File: src/rtl/nec_ir_tx_if.sv
// Request/status bundle between a command source and the NEC IR transmitter.
interface nec_ir_tx_if;
  logic        send;
  logic [15:0] addr;
  logic [7:0]  cmd;
  logic        ext_addr;
  logic        repeat_en;
  logic        busy;
  logic        frame_done;
  logic        env_out;
  logic        data_out;
  logic [3:0]  tx_state;

  modport master (
    output send, addr, cmd, ext_addr, repeat_en,
    input  busy, frame_done, env_out, data_out, tx_state
  );

  modport slave (
    input  send, addr, cmd, ext_addr, repeat_en,
    output busy, frame_done, env_out, data_out, tx_state
  );
endinterface

File: src/rtl/nec_ir_tx.sv
// NEC infrared frame transmitter: leader, 32 data bits LSB first, stop mark,
// fixed-period gap and optional repeat codes, with a gated carrier output.
module nec_ir_tx #(
  parameter int CLK_HZ       = 50000000,
  parameter int CARRIER_HZ   = 38000,
  parameter int DUTY_PCT     = 33,
  parameter int PERIOD_UNITS = 192
) (
  input  logic       clk,
  input  logic       rst_n,
  nec_ir_tx_if.slave bus
);

  localparam int UNIT_CLKS  = CLK_HZ * 9 / 16000;
  localparam int CAR_PERIOD = CLK_HZ / CARRIER_HZ;
  localparam int CAR_HIGH   = CAR_PERIOD * DUTY_PCT / 100;
  localparam int UW = (UNIT_CLKS > 1) ? $clog2(UNIT_CLKS) : 1;
  localparam int CW = (CAR_PERIOD > 1) ? $clog2(CAR_PERIOD) : 1;

  typedef enum logic [3:0] {
    S_IDLE       = 4'd0,
    S_LEAD_MARK  = 4'd1,
    S_LEAD_SPACE = 4'd2,
    S_BIT_MARK   = 4'd3,
    S_BIT_SPACE  = 4'd4,
    S_STOP_MARK  = 4'd5,
    S_GAP        = 4'd6,
    S_REP_MARK   = 4'd7,
    S_REP_SPACE  = 4'd8,
    S_REP_STOP   = 4'd9
  } state_t;

  state_t          state, state_d;
  logic [UW-1:0]   clk_cnt;
  logic [4:0]      unit_cnt;
  logic [4:0]      unit_last;
  logic [15:0]     period_cnt;
  logic [4:0]      bit_idx;
  logic [31:0]     data_sr;
  logic            rep_q;
  logic [CW-1:0]   car_cnt, car_d;
  logic            busy_q, done_q, env_q, data_q;
  logic            unit_tick, unit_done, period_end;

  function automatic logic is_mark(input state_t s);
    return (s == S_LEAD_MARK) || (s == S_BIT_MARK) || (s == S_STOP_MARK) ||
           (s == S_REP_MARK)  || (s == S_REP_STOP);
  endfunction

  assign unit_tick  = (state != S_IDLE) && (clk_cnt == UW'(UNIT_CLKS - 1));
  assign unit_done  = unit_tick && (unit_cnt == unit_last);
  assign period_end = (state == S_GAP) && unit_tick &&
                      (period_cnt >= 16'(PERIOD_UNITS - 1));

  // Duration of the current state in units, minus one.
  always_comb begin
    unit_last = 5'd0;
    case (state)
      S_LEAD_MARK, S_REP_MARK: unit_last = 5'd15;
      S_LEAD_SPACE:            unit_last = 5'd7;
      S_BIT_SPACE:             unit_last = data_sr[0] ? 5'd2 : 5'd0;
      S_REP_SPACE:             unit_last = 5'd3;
      default:                 unit_last = 5'd0;
    endcase
  end

  // NOTE: every signal driven here gets a default first so no latch is inferred.
  always_comb begin
    state_d = state;
    case (state)
      S_IDLE:       if (bus.send)  state_d = S_LEAD_MARK;
      S_LEAD_MARK:  if (unit_done) state_d = S_LEAD_SPACE;
      S_LEAD_SPACE: if (unit_done) state_d = S_BIT_MARK;
      S_BIT_MARK:   if (unit_done) state_d = S_BIT_SPACE;
      S_BIT_SPACE:  if (unit_done) state_d = (bit_idx == 5'd31) ? S_STOP_MARK : S_BIT_MARK;
      S_STOP_MARK:  if (unit_done) state_d = S_GAP;
      S_GAP:        if (period_end) state_d = (rep_q && bus.send) ? S_REP_MARK : S_IDLE;
      S_REP_MARK:   if (unit_done) state_d = S_REP_SPACE;
      S_REP_SPACE:  if (unit_done) state_d = S_REP_STOP;
      S_REP_STOP:   if (unit_done) state_d = S_GAP;
      default:      state_d = S_IDLE;
    endcase
  end

  // Carrier phase restarts on every state change so each mark opens high.
  always_comb begin
    car_d = '0;
    if (state_d == state)
      car_d = (car_cnt == CW'(CAR_PERIOD - 1)) ? '0 : car_cnt + CW'(1);
  end

  // NOTE: sequential state uses non-blocking assignments only.
  always_ff @(posedge clk or negedge rst_n) begin
    if (!rst_n) begin
      state      <= S_IDLE;
      clk_cnt    <= '0;
      unit_cnt   <= '0;
      period_cnt <= '0;
      bit_idx    <= '0;
      // NOTE: the latched frame is cleared too so an aborted frame leaves nothing behind.
      data_sr    <= '0;
      rep_q      <= 1'b0;
      car_cnt    <= '0;
      busy_q     <= 1'b0;
      done_q     <= 1'b0;
      env_q      <= 1'b0;
      data_q     <= 1'b0;
    end else begin
      state   <= state_d;
      car_cnt <= car_d;
      busy_q  <= (state_d != S_IDLE);
      done_q  <= period_end;
      env_q   <= is_mark(state_d);
      data_q  <= is_mark(state_d) && (car_d < CW'(CAR_HIGH));

      if (state == S_IDLE || unit_tick) clk_cnt <= '0;
      else                              clk_cnt <= clk_cnt + UW'(1);

      if (state_d != state) unit_cnt <= '0;
      else if (unit_tick)   unit_cnt <= unit_cnt + 5'd1;

      if (state_d != state && (state_d == S_LEAD_MARK || state_d == S_REP_MARK))
        period_cnt <= '0;
      else if (unit_tick)
        period_cnt <= period_cnt + 16'd1;

      if (state == S_IDLE && bus.send) begin
        data_sr <= {~bus.cmd, bus.cmd,
                    bus.ext_addr ? bus.addr[15:8] : ~bus.addr[7:0],
                    bus.addr[7:0]};
        rep_q   <= bus.repeat_en;
        bit_idx <= '0;
      end else if (state == S_BIT_SPACE && unit_done) begin
        data_sr <= data_sr >> 1;
        bit_idx <= bit_idx + 5'd1;
      end
    end
  end

  assign bus.busy       = busy_q;
  assign bus.frame_done = done_q;
  assign bus.env_out    = env_q;
  assign bus.data_out   = data_q;
  assign bus.tx_state   = state;

endmodule

File: src/flat_wrapper.sv
// flat-port wrapper written by rule: the top's interface ports become plain ports
module nec_ir_tx_flat 
#(
  parameter int CLK_HZ       = 50000000,
  parameter int CARRIER_HZ   = 38000,
  parameter int DUTY_PCT     = 33,
  parameter int PERIOD_UNITS = 192
)
  (clk, rst_n, bus_send, bus_addr, bus_cmd, bus_ext_addr, bus_repeat_en, bus_busy, bus_frame_done, bus_env_out, bus_data_out, bus_tx_state);
  nec_ir_tx_if bus_i ();
  input  logic clk;
  input  logic rst_n;
  input wire logic [$bits(bus_i.send)-1:0] bus_send;
  input wire logic [$bits(bus_i.addr)-1:0] bus_addr;
  input wire logic [$bits(bus_i.cmd)-1:0] bus_cmd;
  input wire logic [$bits(bus_i.ext_addr)-1:0] bus_ext_addr;
  input wire logic [$bits(bus_i.repeat_en)-1:0] bus_repeat_en;
  output wire logic [$bits(bus_i.busy)-1:0] bus_busy;
  output wire logic [$bits(bus_i.frame_done)-1:0] bus_frame_done;
  output wire logic [$bits(bus_i.env_out)-1:0] bus_env_out;
  output wire logic [$bits(bus_i.data_out)-1:0] bus_data_out;
  output wire logic [$bits(bus_i.tx_state)-1:0] bus_tx_state;
  assign bus_i.send = bus_send;
  assign bus_i.addr = bus_addr;
  assign bus_i.cmd = bus_cmd;
  assign bus_i.ext_addr = bus_ext_addr;
  assign bus_i.repeat_en = bus_repeat_en;
  assign bus_busy = bus_i.busy;
  assign bus_frame_done = bus_i.frame_done;
  assign bus_env_out = bus_i.env_out;
  assign bus_data_out = bus_i.data_out;
  assign bus_tx_state = bus_i.tx_state;
  nec_ir_tx #(.CLK_HZ(CLK_HZ), .CARRIER_HZ(CARRIER_HZ), .DUTY_PCT(DUTY_PCT), .PERIOD_UNITS(PERIOD_UNITS)) u_core (.clk(clk), .rst_n(rst_n), .bus(bus_i));
endmodule
File: config.mk
export PLATFORM = sky130hd
export DESIGN_NAME = nec_ir_tx_flat
export DESIGN_NICKNAME = d
export VERILOG_FILES = /design/src/rtl/nec_ir_tx_if.sv /design/src/rtl/nec_ir_tx.sv /design/src/flat_wrapper.sv
export SDC_FILE = /design/constraint.sdc
export NUM_CORES = 1
export LEC_CHECK = 0
export CORE_UTILIZATION = 25
export DETAILED_ROUTE_END_ITERATION = 7
export PLACE_DENSITY = 0.4
export RECOVER_POWER = 100
export SLEW_MARGIN = 20
export SYNTH_ARGS = -nofsm -noshare
export SYNTH_HDL_FRONTEND = slang
export SYNTH_SLANG_ARGS = --single-unit
File: constraint.sdc
create_clock -name clk -period 2.32 [get_ports clk]
set_input_delay 0.348 -clock clk [delete_from_list [all_inputs] [get_ports clk]]
set_output_delay 0.348 -clock clk [all_outputs]
set_load 0.01 [all_outputs]
==> results.yml, run 1 <==
detailed_routing:
  dr.pass1.iters: 4
  vias: 4295
  drcViolationCount: 0
  first_iter_violations: 184
  wl_per_cell_microns: 14.3
  via_per_inst: 4.57
  detail-route-antenna-nets: 0
  wirelength_microns: 13500
setup_path:
  cp_max_fo: 6
  critPathMaxStageDelay_ns: 0.51
  critPathSlowestCell: "or4_1"
  required_ns: 2.55
  cp.arrival_ns: 2.78
  path_buf_inv: 1
  crit_chain: "buf_6 > nand3b_1 > a41oi_4 > a221oi_4 > nor4bb_4 > nand2_1 > o2bb2ai_2 > or4_1"
  cp_top_family: "simple AND/OR/NAND/NOR gates"
  worstSetupPathType: "reg2reg"
  critPathCaptureType: "flop"
  cp-start-kind: "flop"
synthesis:
  ys_ff_latch: 93
  yosysWarningCount: 0
  synthArstFlopShare_pct: 100
  syn_area_sq_um: 4960
  synth-seq-area-share_pct: 47.0
  yosys.area.top_type: "dfrtp_1"
  synth_top_flop_cell: "dfrtp_1"
  synth-edff-count: 0
  synth_top_area_share_pct: 47.0
  synth.distinct_cells: 61
  synth.avg_cell_area_sq_um: 9.21
  syn-num-nets: 575
  synth_cells: 538
  ys_top_cells_by_area: "dfrtp_1, nor2_1, nand2_1, xnor2_1, xor2_1"
timing:
  rsz0062_at_grt: "true"
  finalSetupViolations: 47
  worst_pin_slew_ns: 1.30
  setup_slack_ns: -0.235
  max_freq_ghz: 0.391
  fin_crit_sh_pct: 110
  maxSlewViolCount: 0
  final.setup.tns_ns: -4.63
  slew_headroom_pct: 13.2
  hold_viol_final: 0
  period_minus_slack_ns: 2.55
  skew_ns: 0.0105
global_routing:
  grt.total_usage_pct: 14.2
  grt_pass1_vias: 4472
  grt_pass1_wl_microns: 22500
  grt_max_degree: 51
  antenna_found_initial: 0
  overflow: 0
clock_tree:
  clock_path_buffers: 2
  hold_buffers: 0
  clk_latency_ns: 0.36
  cts_sinks: 93
  path_clk_slew_ns: 0.07
  cts_tree: "yes"
  cts_buffers: 9
  htreeDepth: 3
  cts-root-buf: "clkbuf_16"
power_and_ir_drop:
  ir_drop_uv: 302
  leakagePower_uw: 0.00296
  clockPowerShare_pct: 46.3
  p_comb_share_pct: 3.1
  p_int_uw: 2450
  seqPwrFrac_pct: 50.6
  switching_share_pct: 23.6
  p_sw_uw: 756
  p_per_area_nw_per_um2: 459
floorplanning:
  ios: 37
  fp.dieW_microns: 143
  coreArea_sq_um: 19500
  die_area_sq_um: 20400
  rows: 51
  die_h_microns: 143
  initial_core_util_pct: 25.5
status:
  status: "finished with violations"
  violations: "setup timing"
placement:
  dp.cells: 900
  placed_cell_area_sq_um: 6270
  hpwl_microns: 9400
  portBuffers: 36
  place_congestion: 0.792
finish:
  drive_above_1_share_pct: 26.0
  final_cell_mix: "dfrtp_1, buf_4, nor2_1"
  syn_to_final_growth_pct: 40.8
  final_cell_count_no_fill: 939
  antenna_cells: 0
  final_area_sq_um: 6980
  fin_nets: 706
  final_common_cell: "dfrtp_1"
min_path:
  hp-class: "in2async"
job:
  max_cap_viol_count: 0
cell families after synthesis:
group,Yosys count,share of synthesized area (%)
AOI/OAI and AO/OA,86,12.2
xor gates and xnor gates,46,8.13
adders and majority gates,8,2.02
buffers and inverters,38,3.18
DFF,93,47.0
muxes,8,1.62
and+or+nand+nor,259,25.9
final timing paths:
check / start / endpoint / slack, ns / depth (start not counted)
min reg2reg: u_core.data_sr[7] / u_core.data_sr[6] / 0.50 / 2
min: rst_n / u_core.data_sr[7] / 0.26 / 1
min in group clk: u_core.data_sr[7] / u_core.data_sr[6] / 0.50 / 2
max in group asynchronous: rst_n / u_core.bus.tx_state[0] / 0.43 / 2
max reg2reg: u_core.bus.tx_state[2] / u_core.bus.busy / -0.23 / 8
max: u_core.bus.tx_state[2] / u_core.bus.busy / -0.23 / 8
power by group through the flow:
stage | registers, uW | logic (uW) | clock network, uW
2_1_floorplan | 1650 | 12.0 | 0
3_3_place_gp | 1650 | 110 | 0
3_5_place_dp | 1650 | 109 | 0
4_1_cts | 1620 | 110 | 1550
5_1_grt | 1620 | 113 | 1610
6_report | 1620 | 99.7 | 1480
sequential cells by signal, indices dropped and copies added (netlist names):
| register | flops |
|---|---|
| u_core.bus.env_out | 1 |
| u_core.bit_idx | 5 |
| u_core.bus.busy | 1 |
| u_core.bus.frame_done | 1 |
| u_core.unit_cnt | 5 |
| u_core.bus.data_out | 1 |
| u_core.period_cnt | 16 |
| u_core.car_cnt | 11 |
| u_core.clk_cnt | 15 |
| u_core.rep_q | 1 |
| u_core.data_sr | 32 |
| u_core.bus.tx_state | 4 |
area by class of cell:
type | instances | area [sq um]
flip-flops and latches | 93 | 2330
multi-input cells | 408 | 2740
well taps | 265 | 332
clock inverters | 6 | 51.3
clock buffers | 10 | 239
repair buffers | 144 | 1240
fillers | 1985 | 12500
inverters | 13 | 48.8
per-stage QoR:
step | hold slack, ns | power (uW) | utilization, % | setup WS [ns]
3_5_place_dp | 0.437 | 1760 | 32.2 | -0.462
5_1_grt | 0.378 | 3350 | 35.9 | -0.356
3_3_place_gp | 0.441 | 1760 | 32.2 | -0.408
6_report | 0.256 | 3200 | 35.9 | -0.235
2_1_floorplan | 0.0524 | 1660 | - | -0.0911
4_1_cts | 0.0458 | 3280 | 35.1 | -0.223
Yosys cell counts, drive strengths merged, types with 5 or more instances:
master / count
or3: 6
nor2: 89
xnor2: 25
and3: 7
ha: 8
mux2i: 8
nor4: 6
nand3: 25
a21oi: 13
nor2b: 6
nand2: 68
inv: 13
a31oi: 12
clkbuf: 13
dfrtp: 93
xor2: 21
nand4: 10
nor3b: 5
a221o: 7
buf: 12
nor3: 12
o21bai: 7
o21ai: 17
routing by layer:
layer	vias up	wire length, microns	GRT usage [%]
li1	2139	-	-
met5	-	0	0
met4	0	136	4.07
met3	8	384	3.09
met2	56	6430	23.4
met1	2092	6510	18.5
timing repair:
| item | 4_1_cts | 5_1_grt |
|---|---|---|
| setup endpoints to repair | 56 | 63 |
| gates cloned | 3 | 0 |
| gates resized for setup | 30 | 34 |
| buffers inserted | 13 | 11 |
| pin swaps | 10 | 13 |
No activity file was read; power rests on OpenSTA's default activity.
==> run 2: changes to the inputs <==
--- a/config.mk
+++ b/config.mk
@@ -9,6 +9,7 @@
 export DETAILED_ROUTE_END_ITERATION = 7
 export PLACE_DENSITY = 0.4
 export RECOVER_POWER = 100
+export SKIP_CTS_REPAIR_TIMING = 1
 export SLEW_MARGIN = 20
 export SYNTH_ARGS = -nofsm -noshare
 export SYNTH_HDL_FRONTEND = slang
==> run 2 against run 1 <==
The flow still finishes with violations (setup timing). Global-route usage fell by 0.34 points. Design area shrank 1.1%. Combinational power about the same. Clock skew shrank 0.0011 ns. Clock power barely moved. Sequential power about the same. Sequential share of layout area is 0.38 points higher. First-iteration DRC count grew 14%. Largest power group unchanged.
==> results.yml, run 2 (same netlist as run 1, synthesis figures left out) <==
clock_tree:
  cts-root-buf: "clkbuf_16"
  cts_sinks: 93
  clk_latency_ns: 0.36
  cts_tree: "yes"
  path_clk_slew_ns: 0.07
  htreeDepth: 3
  clock_path_buffers: 2
  cts_buffers: 9
detailed_routing:
  vias: 4282
  via_per_inst: 4.60
  drcViolationCount: 0
  wirelength_microns: 13500
  dr.pass1.iters: 6
  detail-route-antenna-nets: 0
  first_iter_violations: 210
  wl_per_cell_microns: 14.5
placement:
  placed_cell_area_sq_um: 6270
  portBuffers: 36
  place_congestion: 0.792
  hpwl_microns: 9400
  dp.cells: 900
floorplanning:
  fp.dieW_microns: 143
  initial_core_util_pct: 25.5
  die_h_microns: 143
  coreArea_sq_um: 19500
  ios: 37
  rows: 51
  die_area_sq_um: 20400
timing:
  finalSetupViolations: 48
  period_minus_slack_ns: 2.56
  worst_pin_slew_ns: 1.29
  setup_slack_ns: -0.238
  final.setup.tns_ns: -5.05
  slew_headroom_pct: 13.9
  fin_crit_sh_pct: 110
  skew_ns: 0.00946
  max_freq_ghz: 0.391
  hold_viol_final: 0
  maxSlewViolCount: 0
  rsz0062_at_grt: "true"
setup_path:
  cp_max_fo: 6
  worstSetupPathType: "reg2reg"
  r2r-start: "u_core.bus.tx_state[0]"
  required_ns: 2.55
  critPathCaptureType: "flop"
  r2r_setup_slack_ns: -0.24
  setup.worst_path.end: "u_core.bus.busy"
  cp.arrival_ns: 2.79
  r2r-end: "u_core.bus.busy"
  crit_path_start: "u_core.bus.tx_state[0]"
  cp-start-kind: "flop"
  ff2ff_path_depth: 8
finish:
  drive_above_1_share_pct: 25.2
  syn_to_final_growth_pct: 39.3
  final_common_cell: "dfrtp_1"
  antenna_cells: 0
  fin_nets: 698
  largestRegisters: "u_core.data_sr (32), u_core.period_cnt (16), u_core.clk_cnt (15)"
  final_area_sq_um: 6900
  largest_reg_flops: 32
  fill_cells: 1992
  final_cell_mix: "dfrtp_1, buf_4, nor2_1"
  final_cell_count_no_fill: 931
  top_register: "u_core.data_sr"
job:
  max_cap_viol_count: 0
global_routing:
  grt.total_usage_pct: 13.8
  grt_pass1_wl_microns: 21900
  grt_max_degree: 51
  overflow: 0
  grt_pass1_vias: 4351
  antenna_found_initial: 0
power_and_ir_drop:
  clockPowerShare_pct: 46.2
  seqPwrFrac_pct: 50.7
  p_int_uw: 2450
  leakagePower_uw: 0.00290
  p_comb_share_pct: 3.1
  ir_drop_uv: 302
  switching_share_pct: 23.5
  p_sw_uw: 752
  p_per_area_nw_per_um2: 463
status:
  status: "finished with violations"
  violations: "setup timing"
min_path:
  hp-class: "in2async"
==> run 2: cell types whose count changed in the layout (fill, tap and decap cells not counted), sizes merged <==
cell,delta
clkbuf,+3
buf,-11
==> run 2: routing by layer <==
metal  part of all wire [%]  vias up  global-route usage, %
li1                       -     2130                      -
met1                     48     2092                   18.1
met4                    1.2        0                   4.07
met5                      0        -                      0
met2                     48       48                   22.6
met3                    2.8       12                   3.09
==> run 2: critical path, stage by stage, from the launching register on <==
cell and delay, ns:
dfrtp_2 0.48, buf_6 0.15, and2_4 0.13, o2111a_1 0.26, a211oi_4 0.41, nor4bb_4 0.13, a21oi_2 0.24, o31ai_4 0.12
or4_1 0.52
==> run 2: area by class of cell <==
class	instances	area [sq um]	share of cell area [%]
sequential	93	2330	33.8
clock buffer	10	239	3.46
tap	265	332	4.80
multi-input combinational	408	2730	39.6
clock inverter	6	51.3	0.743
inverter	13	48.8	0.707
timing repair buffer	136	1170	16.9
==> run 2: worst min path at each step <==
stage,end,slack [ns]
floorplan,u_core.bit_idx[0],0.05
global placement,u_core.data_sr[7],0.44
finish,u_core.data_sr[7],0.25
detailed placement,u_core.data_sr[7],0.44
global route,u_core.data_sr[7],0.38
CTS,u_core.data_sr[7],0.05
==> run 2: power groups by stage <==
stage          clock network, uW  logic, uW  registers (uW)
6_report                    1480       99.4            1620
3_3_place_gp                   0        110            1650
4_1_cts                     1550        110            1620
3_5_place_dp                   0        109            1650
5_1_grt                     1620        113            1620
2_1_floorplan                  0       12.0            1650
==> run 2: through the flow <==
step                      hold slack (ns)  total power (uW)  utilization [%]  setup slack (ns)
after floorplan                    0.0524              1660                -           -0.0911
after global placement              0.441              1760             32.2            -0.408
after detailed placement            0.437              1760             32.2            -0.462
after CTS                          0.0458              3280             33.7            -0.487
after global routing                0.378              3350             35.5            -0.388
final                               0.247              3200             35.5            -0.238
